==> config.mk <==
export PLATFORM = sky130hd
export DESIGN_NAME = time_decoder
export DESIGN_NICKNAME = d
export VERILOG_FILES = /design/src/rtl/time_pkg.sv /design/src/rtl/time_digit_step.sv /design/src/rtl/time_decoder.sv
export SDC_FILE = /design/constraint.sdc
export NUM_CORES = 1
export LEC_CHECK = 0
export CORE_ASPECT_RATIO = 0.5
export CORE_MARGIN = 10
export CORE_UTILIZATION = 35
export DETAILED_ROUTE_END_ITERATION = 8
export GPL_TIMING_DRIVEN = 0
export PLACE_DENSITY = 0.55
export SLEW_MARGIN = 10
export SYNTH_ARGS = -nofsm -noshare
export SYNTH_HDL_FRONTEND = slang
export SYNTH_SLANG_ARGS = --single-unit
==> constraint.sdc <==
create_clock -name CLK -period 3.6 [get_ports CLK]
set_clock_uncertainty 0.05 [all_clocks]
set_input_delay 1.08 -clock CLK [delete_from_list [all_inputs] [get_ports CLK]]
set_output_delay 1.08 -clock CLK [all_outputs]
set_load 0.05 [all_outputs]
==> src/rtl/time_pkg.sv <==
// time_pkg: shared constants for the seconds-of-day decoder.
//   MAX_TIME / SEC_PER_HOUR / SEC_PER_MIN : calendar constants
//   W_H10..W_S10                          : per-digit subtract weights
//   ST_*                                  : decoder state encoding
//   weight_of()                           : weight selected by state
package time_pkg;

    localparam int TIME_W       = 18;
    localparam int MAX_TIME     = 86400;
    localparam int SEC_PER_HOUR = 3600;
    localparam int SEC_PER_MIN  = 60;

    localparam int unsigned W_H10 = 10 * SEC_PER_HOUR;
    localparam int unsigned W_H1  = SEC_PER_HOUR;
    localparam int unsigned W_M10 = 10 * SEC_PER_MIN;
    localparam int unsigned W_M1  = SEC_PER_MIN;
    localparam int unsigned W_S10 = 10;

    localparam logic [2:0] ST_IDLE = 3'd0;
    localparam logic [2:0] ST_H10  = 3'd1;
    localparam logic [2:0] ST_H1   = 3'd2;
    localparam logic [2:0] ST_M10  = 3'd3;
    localparam logic [2:0] ST_M1   = 3'd4;
    localparam logic [2:0] ST_S10  = 3'd5;
    localparam logic [2:0] ST_ERRF = 3'd6;

    typedef enum logic [2:0] {
        IDLE = ST_IDLE,
        H10  = ST_H10,
        H1   = ST_H1,
        M10  = ST_M10,
        M1   = ST_M1,
        S10  = ST_S10,
        ERRF = ST_ERRF
    } state_t;

    // Weight subtracted while sitting in a digit state; zero outside them.
    function automatic int unsigned weight_of(input state_t s);
        case (s)
            H10:     return W_H10;
            H1:      return W_H1;
            M10:     return W_M10;
            M1:      return W_M1;
            S10:     return W_S10;
            default: return 0;
        endcase
    endfunction

endpackage

==> src/rtl/time_digit_step.sv <==
// time_digit_step: one compare-subtract step of the iterative decode.
//   rem    : remaining seconds
//   weight : digit weight for the current state
//   ge     : rem >= weight (unsigned)
//   diff   : rem - weight, only meaningful when ge=1
module time_digit_step #(
    parameter int W = 18
) (
    input  logic [W-1:0] rem,
    input  logic [W-1:0] weight,
    output logic         ge,
    output logic [W-1:0] diff
);

    assign ge   = (rem >= weight);
    assign diff = rem - weight;

endmodule

==> src/rtl/time_decoder.sv <==
// time_decoder: decodes an 18-bit seconds-of-day word into packed BCD
// HH:MM:SS with repeated compare-subtract (no divider).
//   CLK, RESET          : clock, synchronous active-high reset
//   CURR_TIME, START    : request; CURR_TIME sampled only when accepted in IDLE
//   BUSY                : decode in progress, new START ignored
//   DONE                : one-cycle pulse, outputs/ERR updated this cycle
//   ERR                 : last accepted CURR_TIME exceeded max_time
//   HOUR_BCD/MIN_BCD/SEC_BCD : {tens, units} BCD result, held until next DONE
module time_decoder
    import time_pkg::*;
#(
    parameter int time_buff_size = TIME_W,
    parameter int max_time       = MAX_TIME
) (
    input  logic                      CLK,
    input  logic                      RESET,
    input  logic [time_buff_size-1:0] CURR_TIME,
    input  logic                      START,
    output logic                      BUSY,
    output logic                      DONE,
    output logic                      ERR,
    output logic [7:0]                HOUR_BCD,
    output logic [7:0]                MIN_BCD,
    output logic [7:0]                SEC_BCD
);

    localparam logic [time_buff_size-1:0] MAX_W = time_buff_size'(max_time);

    state_t                    state, state_nxt;
    logic [time_buff_size-1:0] rem, rem_nxt;
    logic [time_buff_size-1:0] weight, diff;
    logic                      ge;

    logic [3:0] h10, h1, m10, m1, s10;
    logic [3:0] h10_nxt, h1_nxt, m10_nxt, m1_nxt, s10_nxt;

    logic       busy_nxt, done_nxt, err_nxt;
    logic [7:0] hour_nxt, min_nxt, sec_nxt;

    // Single shared subtractor; the state picks which weight it sees.
    assign weight = time_buff_size'(weight_of(state));

    time_digit_step #(.W(time_buff_size)) u_step (
        .rem    (rem),
        .weight (weight),
        .ge     (ge),
        .diff   (diff)
    );

    always_comb begin
        state_nxt = state;
        rem_nxt   = rem;
        h10_nxt   = h10;
        h1_nxt    = h1;
        m10_nxt   = m10;
        m1_nxt    = m1;
        s10_nxt   = s10;
        busy_nxt  = BUSY;
        done_nxt  = 1'b0;
        err_nxt   = ERR;
        hour_nxt  = HOUR_BCD;
        min_nxt   = MIN_BCD;
        sec_nxt   = SEC_BCD;

        case (state)
            IDLE: begin
                if (START) begin
                    busy_nxt = 1'b1;
                    h10_nxt  = 4'd0;
                    h1_nxt   = 4'd0;
                    m10_nxt  = 4'd0;
                    m1_nxt   = 4'd0;
                    s10_nxt  = 4'd0;
                    rem_nxt  = CURR_TIME;
                    if (CURR_TIME > MAX_W) begin
                        state_nxt = ERRF;
                    end else begin
                        // Exactly max_time is the midnight wrap: decode as 00:00:00.
                        if (CURR_TIME == MAX_W)
                            rem_nxt = '0;
                        state_nxt = H10;
                    end
                end
            end

            H10, H1, M10, M1, S10: begin
                if (ge) begin
                    rem_nxt = diff;
                    case (state)
                        H10:     h10_nxt = h10 + 4'd1;
                        H1:      h1_nxt  = h1  + 4'd1;
                        M10:     m10_nxt = m10 + 4'd1;
                        M1:      m1_nxt  = m1  + 4'd1;
                        default: s10_nxt = s10 + 4'd1;
                    endcase
                end else begin
                    case (state)
                        H10:     state_nxt = H1;
                        H1:      state_nxt = M10;
                        M10:     state_nxt = M1;
                        M1:      state_nxt = S10;
                        default: begin
                            // rem < 10 here, so its low nibble is the seconds unit.
                            hour_nxt  = {h10, h1};
                            min_nxt   = {m10, m1};
                            sec_nxt   = {s10, rem[3:0]};
                            done_nxt  = 1'b1;
                            err_nxt   = 1'b0;
                            busy_nxt  = 1'b0;
                            state_nxt = IDLE;
                        end
                    endcase
                end
            end

            ERRF: begin
                hour_nxt  = 8'h00;
                min_nxt   = 8'h00;
                sec_nxt   = 8'h00;
                err_nxt   = 1'b1;
                done_nxt  = 1'b1;
                busy_nxt  = 1'b0;
                state_nxt = IDLE;
            end

            default: begin
                busy_nxt  = 1'b0;
                state_nxt = IDLE;
            end
        endcase
    end

    always_ff @(posedge CLK) begin
        if (RESET) begin
            state    <= IDLE;
            rem      <= '0;
            h10      <= 4'd0;
            h1       <= 4'd0;
            m10      <= 4'd0;
            m1       <= 4'd0;
            s10      <= 4'd0;
            BUSY     <= 1'b0;
            DONE     <= 1'b0;
            ERR      <= 1'b0;
            HOUR_BCD <= 8'h00;
            MIN_BCD  <= 8'h00;
            SEC_BCD  <= 8'h00;
        end else begin
            state    <= state_nxt;
            rem      <= rem_nxt;
            h10      <= h10_nxt;
            h1       <= h1_nxt;
            m10      <= m10_nxt;
            m1       <= m1_nxt;
            s10      <= s10_nxt;
            BUSY     <= busy_nxt;
            DONE     <= done_nxt;
            ERR      <= err_nxt;
            HOUR_BCD <= hour_nxt;
            MIN_BCD  <= min_nxt;
            SEC_BCD  <= sec_nxt;
        end
    end

endmodule

**Word-level counts from Yosys, hierarchy flattened**

Index checks and enable logic that the tools add are counted.

- Input bits: 21
- Register bits after elaboration: 68
- Logic and storage cells: 94
- Output and inout bits: 27

- Reduce and logical (&&, ||, !) cells: 14
- Mux-type cells: 44
- $lt $le $gt $ge: 2
- Equality and inequality tests: 15
- $add $sub $neg: 6

Operators by type and width:

| cell | number |
|---|---|
| $pmux 16 s5 | 1 |
| $mux 18 | 4 |
| $mux 8 | 6 |
| $pmux 8 s2 | 3 |
| $mux 4 | 11 |
| $pmux 4 s2 | 5 |
| $pmux 18 s2 | 1 |
| $add 4x1->4 const B | 5 |
| $reduce_and 4->1 | 5 |
| $eq 18x17->1 const B | 1 |
| $ge 18x16->1 | 1 |
| $gt 18x17->1 const B | 1 |
| $sub 18x16->18 | 1 |
| $ne 2x2->1 const B | 8 |
| $pmux 3 s4 | 1 |
| $eq 3x3->1 const B | 3 |
| $mux 3 | 3 |
| $reduce_and 3->1 | 3 |
| $eq 3x2->1 const B | 2 |
| $pmux 1 s2 | 3 |
| $pmux 3 s2 | 1 |
| $mux 1 | 5 |
| $reduce_or 5->1 | 1 |
| $reduce_bool 2->1 | 2 |
| other kinds (4) | 4 |

**Longest topological paths before layout**

- Depth in word-level cells: 5
- Depth in mapped cells: 14
- Mapped depth without buffers: 11

**Hierarchy**

A second synthesis with hierarchy kept.

- Cell total of the unflattened synthesis: 536
- Area, all modules: 4,151.5 um^2

By module, submodules not included:

| module | times used | area an instance (um^2) | cells each |
|---|---|---|---|
| time_decoder | 1 | 3,135.5 | 389 |
| time_digit_step | 1 | 1,016.0 | 147 |

**Worst setup path after synthesis**

Ideal clock, no wire load.

- Path kind: register -> register
- Start point: register state[1]
- End point: register HOUR_BCD[0]
- Arrival: 3.123 ns
- Stages on the path, launching flop included: 15
- Setup slack: 0.366 ns
- Buffers on the path: 3
- Library setup time: 0.060 ns
- Cell sequence: dfxtp_1 > clkbuf_1 > inv_1 > ha_1 > mux2_2 > a22oi_1 > ha_1 > and3_1 > o31ai_1 > a21oi_4 > nor2_2 > and3_1 > clkbuf_1 > buf_2 > a22o_1

- Cells in the longest elaborated chain, start to end: 5
- Elaborated cells on any way between the ends: 15
- Classes of those cells: order compare (1); eq/ne (8); mux (2); reduce/logical (4)

RTL lines:

| element | RTL line | RTL |
|---|---|---|
| from (decl) | time_decoder.sv:29 | `state_t state, state_nxt;` |
| from (signal assigned) | time_decoder.sv:149 | `state <= state_nxt;` |
| $eq 3x3->1 (tied with other cells) | time_pkg.sv:39, time_decoder.sv:65 |  |
| $pmux 16 s5 | time_pkg.sv:39 | `case (s)` |
| $ge 18x16->1 | time_digit_step.sv:15 | `assign ge = (rem >= weight);` |
| $ne 2x2->1 (no line) | -- |  |
| $reduce_and 3->1 (no line) | -- |  |
| to (signal assigned) | time_decoder.sv:159 | `HOUR_BCD <= hour_nxt;` |
| to (decl) | time_decoder.sv:22 | `output logic [7:0] HOUR_BCD,` |

Several ways; a longest one is shown, not always the timed one.
A chain may end at the register's enable or synchronous reset.

**Worst setup path after layout**

- Start point: register state[1]
- End point: register HOUR_BCD[1]

Same word-level chain as after synthesis.

==> run summary <==
The yosys synthesis warning count came out at 0. Detailed routing inserted a total of 3915 vias. The measured slew at the worst slew-check pin is 0.899 ns. For this design, the slowest cell found on the critical path is or4_4. Walking the worst path, the cells encountered are buf_4, clkinvlp_4, nand2_1, a21o_1, ha_4, nand4b_1, or4_4, a21oi_4, nor2_2, and3_2, buf_2, a22o_1. Measured along the y axis, the die boundary spans 94.5 um.

For this design the static power due to leakage is 1.86 nW. The count of max-cap constraint violations is 0. The filler cell count came out at 1098. The worst vdd rail ir drop is 289 uV.

Yosys mapped a number of flops with a built-in enable equal to 0. Counting every sink on the clock net gives 68. The DRC violations left came out at 0. Once the floorplan was initialized, standard cells occupied 35.6% of the core. Clock-pin slew was measured on the worst setup and hold paths at 0.06 ns.

The number of core rows came out at 27. The initial DRC count is 296. The part of the cycle the worst path needs is 96.0%. The level count of the clock H-tree is 3. Synthesis produced a netlist with a net count of 509. The critical path data arrival time is 3.63 ns. The number of nets in the finished design is 570. The total placed cells including tap cells came out at 658. The global-route wire length before repair came out at 20.9 mm.

The detailed placer's ending HPWL came out at 9.48 mm. The required time of the worst setup path is 3.77 ns. The fraction of synthesis flops using an asynchronous set or reset pin came out at 0%.

The final weighted congestion in routability-driven placement came out at 0.905. In the synthesized netlist the dominant register cell turns out to be dfxtp_1. The per-cell via count in the routed design is 5.78.

The die extent in x is 169 um. The fraction of final layout cells with drive strength greater than 1 is 11.1%. The cell count after synthesis came out at 466. Sequential cells were found to cover 35.0% of the synthesized design area. The worst setup path is launched from a flip-flop. The analysis attributes to net switching a power of 0.00221 W. The shortest period the worst path allows is 3.46 ns. The number of slew-limit violations in the final report is 0. The combinational group share of total power is 59.9%.

Port buffering added 47 buffers. The total overflow reported by the global router came out at 0. The clock tree from TritonCTS is built.

The maximum clock frequency came out at 0.289 GHz. The total global routing track utilization came out at 16.3%. The overall die area is 16000 um^2.

The pin count of the biggest net entering global routing is 13. The area overhead of the layout relative to synthesis came out at 28.6%. The maximum fanout along the worst path came out at 10. The flow ran to the end, and the final reports show no timing, DRC or antenna violations. The initial antenna violation count is 0. The standard cell core area is 10900 um^2. The root buffer cell chosen for the clock tree is clkbuf_16. The cell-internal power came out at 0.00242 W. The average wire length per cell after detail routing is 19.2 um. For this design, the CTS-stage hold fixing added 0 buffers. The cell area after synthesis is 3880 um^2.

The final setup violation count came out at 0. The worst slack on hold paths came out at 0.420 ns. The part of the total power dissipated in the clock network came out at 19.1%. Wires add up to 13.0 mm. The average instance area after synthesis is 8.34 um^2. Excluding fillers, the count of instances in the completed layout stands at 677. The number of clock buffers added by TritonCTS is 9. The critical path capture point type is a flip-flop. Dividing total power by cell area gives a power density of 927 nW/um^2. The remaining number of nets flagged by the antenna check after routing is 0.

Measured against its own limit, the worst slew margin works out to 40.0%. The number of hold-slack violations in the final timing report came to 0. The worst stage delay on the critical path is 0.56 ns. Net switching is 47.6% of the power. The number of iterations in the first detailed-routing pass is 5.

The antenna diode count is 0. The tightest min-delay check is of the reg2reg type. The count of boundary I/O pins is 48. The sequential power share came out at 21.0%. Synthesis instantiated 65 different standard cells from the library. The number of register bits inferred by synthesis is 68. The deepest clock path buffer count is 2. The via count of the first global-routing pass came out at 3859. The setup path with the least slack is of type reg2reg. Clock latency on the worst-skew pair, taken at its later pin, is 0.33 ns.
-- worst max-delay path: cells and delay by family (launching register included) --
family / cells / cell delay, ns
buf+inv: 3 / 0.52
simple gates: 5 / 1.25
fa+ha+maj: 1 / 0.34
compound gates: 3 / 0.81
flops: 1 / 0.35
-- sequential cells by signal, summed over array words and instances, names as in the netlist --
name and flops:
MIN_BCD 8, m1 4, m10 4, rem 18, s10 4, ERR 1, SEC_BCD 8, HOUR_BCD 8
BUSY 1, h10 4, state 3, h1 4, DONE 1
-- layout make-up --
type                       instances  area (um^2)  area share [%]
inverter                          13         52.6            1.05
multi-input combinational        358         2470            49.4
timing repair buffer              53          515            10.3
tap                              145          181            3.63
clock inverter                     6         65.1            1.30
sequential                        68         1360            27.3
clock buffer                      10          229            4.58
buffer                            24          120            2.40
-- cell usage after synthesis, drive strengths merged (7+ instances only) --
library cell	count	share of area [%]
a22o	25	5.6
nand3	27	3.5
clkbuf	20	1.9
dfxtp	68	35
a21oi	28	4.0
o21ai	21	2.7
buf	7	0.87
a22oi	7	1.4
a21o	8	1.5
a31oi	7	1.1
a211oi	9	1.9
and3	7	1.1
nand4	7	1.1
ha	21	6.8
nor2	35	3.4
inv	13	1.3
nor4	9	1.6
o31ai	7	1.5
nor3	15	1.9
o211ai	8	1.5
nand2	36	3.5
-- power by group through the flow --
| stage | Combinational [W] | Clock, W | Sequential, W |
|---|---|---|---|
| final | 0.00277 | 0.000882 | 0.000974 |
| after global routing | 0.00305 | 0.000933 | 0.000987 |
| after CTS | 0.00256 | 0.000895 | 0.000964 |
| after detailed placement | 0.00249 | 0 | 0.000975 |
| after global placement | 0.00249 | 0 | 0.000974 |
| after floorplan | 0.00180 | 0 | 0.000973 |
-- cell usage in the layout (no fill, tap or decap), types with 4 or more instances in the layout --
master	instances
a211oi_1	7
and2_1	4
dfxtp_1	66
o31ai_2	4
clkdlybuf4s50_1	47
a311oi_1	4
a22o_1	25
o21ai_1	4
buf_4	8
nand4_1	7
a2bb2oi_1	4
clkbuf_1	15
and3_1	6
a21oi_1	25
inv_1	11
nor3_1	15
nand3_1	27
clkbuf_16	9
nand3b_1	4
a31oi_1	7
or4_1	5
o21a_1	4
a21o_1	8
o211ai_1	8
o32ai_1	6
o21ai_0	17
nand2_1	35
a22oi_1	7
nor2_1	32
ha_4	4
ha_1	17
nor4_1	8
or3_1	4
nand2b_1	6
-- repair_timing --
item	CTS	global route
setup buffers	1	5
endpoints found under the setup margin	62	65
endpoints found under the hold margin	0	0
pin swaps	1	1
gates cloned	0	0
gates resized for setup	11	24
-- final timing paths --
kind / startpoint / endpoint / slack [ns] / depth (start not counted)
min reg2reg: MIN_BCD[1] / MIN_BCD[1] / 0.42 / 1
max reg2reg: state[1] / HOUR_BCD[1] / 0.14 / 12
max: state[1] / HOUR_BCD[1] / 0.14 / 12
min: MIN_BCD[1] / MIN_BCD[1] / 0.42 / 1
-- logic make-up (layout without fill, tap and decap cells) --
kind of cell,after synthesis,count (layout),share of synthesized area [%]
adders and majority gates,22,22,7.28
AOI/OAI and AO/OA,156,156,29.1
DFF,68,68,35.0
muxes,1,1,0.290
buffers and inverters,40,106,4.06
and+or+nand+nor,175,175,23.3
xor gates and xnor gates,4,4,0.902
-- layer usage --
layer  global-route usage, %  routed length [um]
met1                    22.3                6340
met2                    24.5                5460
met3                    4.31                1020
met4                    5.07                 180
met5                       0                   0
-- through the flow --
stage	setup TNS (ns)	util (%)	power, W	setup slack, ns	area (um^2)
finish	0	45.8	0.00463	0.145	5000
global route	-0.0688	45.8	0.00497	-0.0127	5000
CTS	-0.192	44.5	0.00442	-0.0396	4860
detailed placement	-18.84	41.6	0.00347	-0.564	4540
global placement	-19.48	41.6	0.00347	-0.553	4540
floorplan	0	-	0.00277	0.366	3880
No activity file was read; power rests on OpenSTA's default activity.
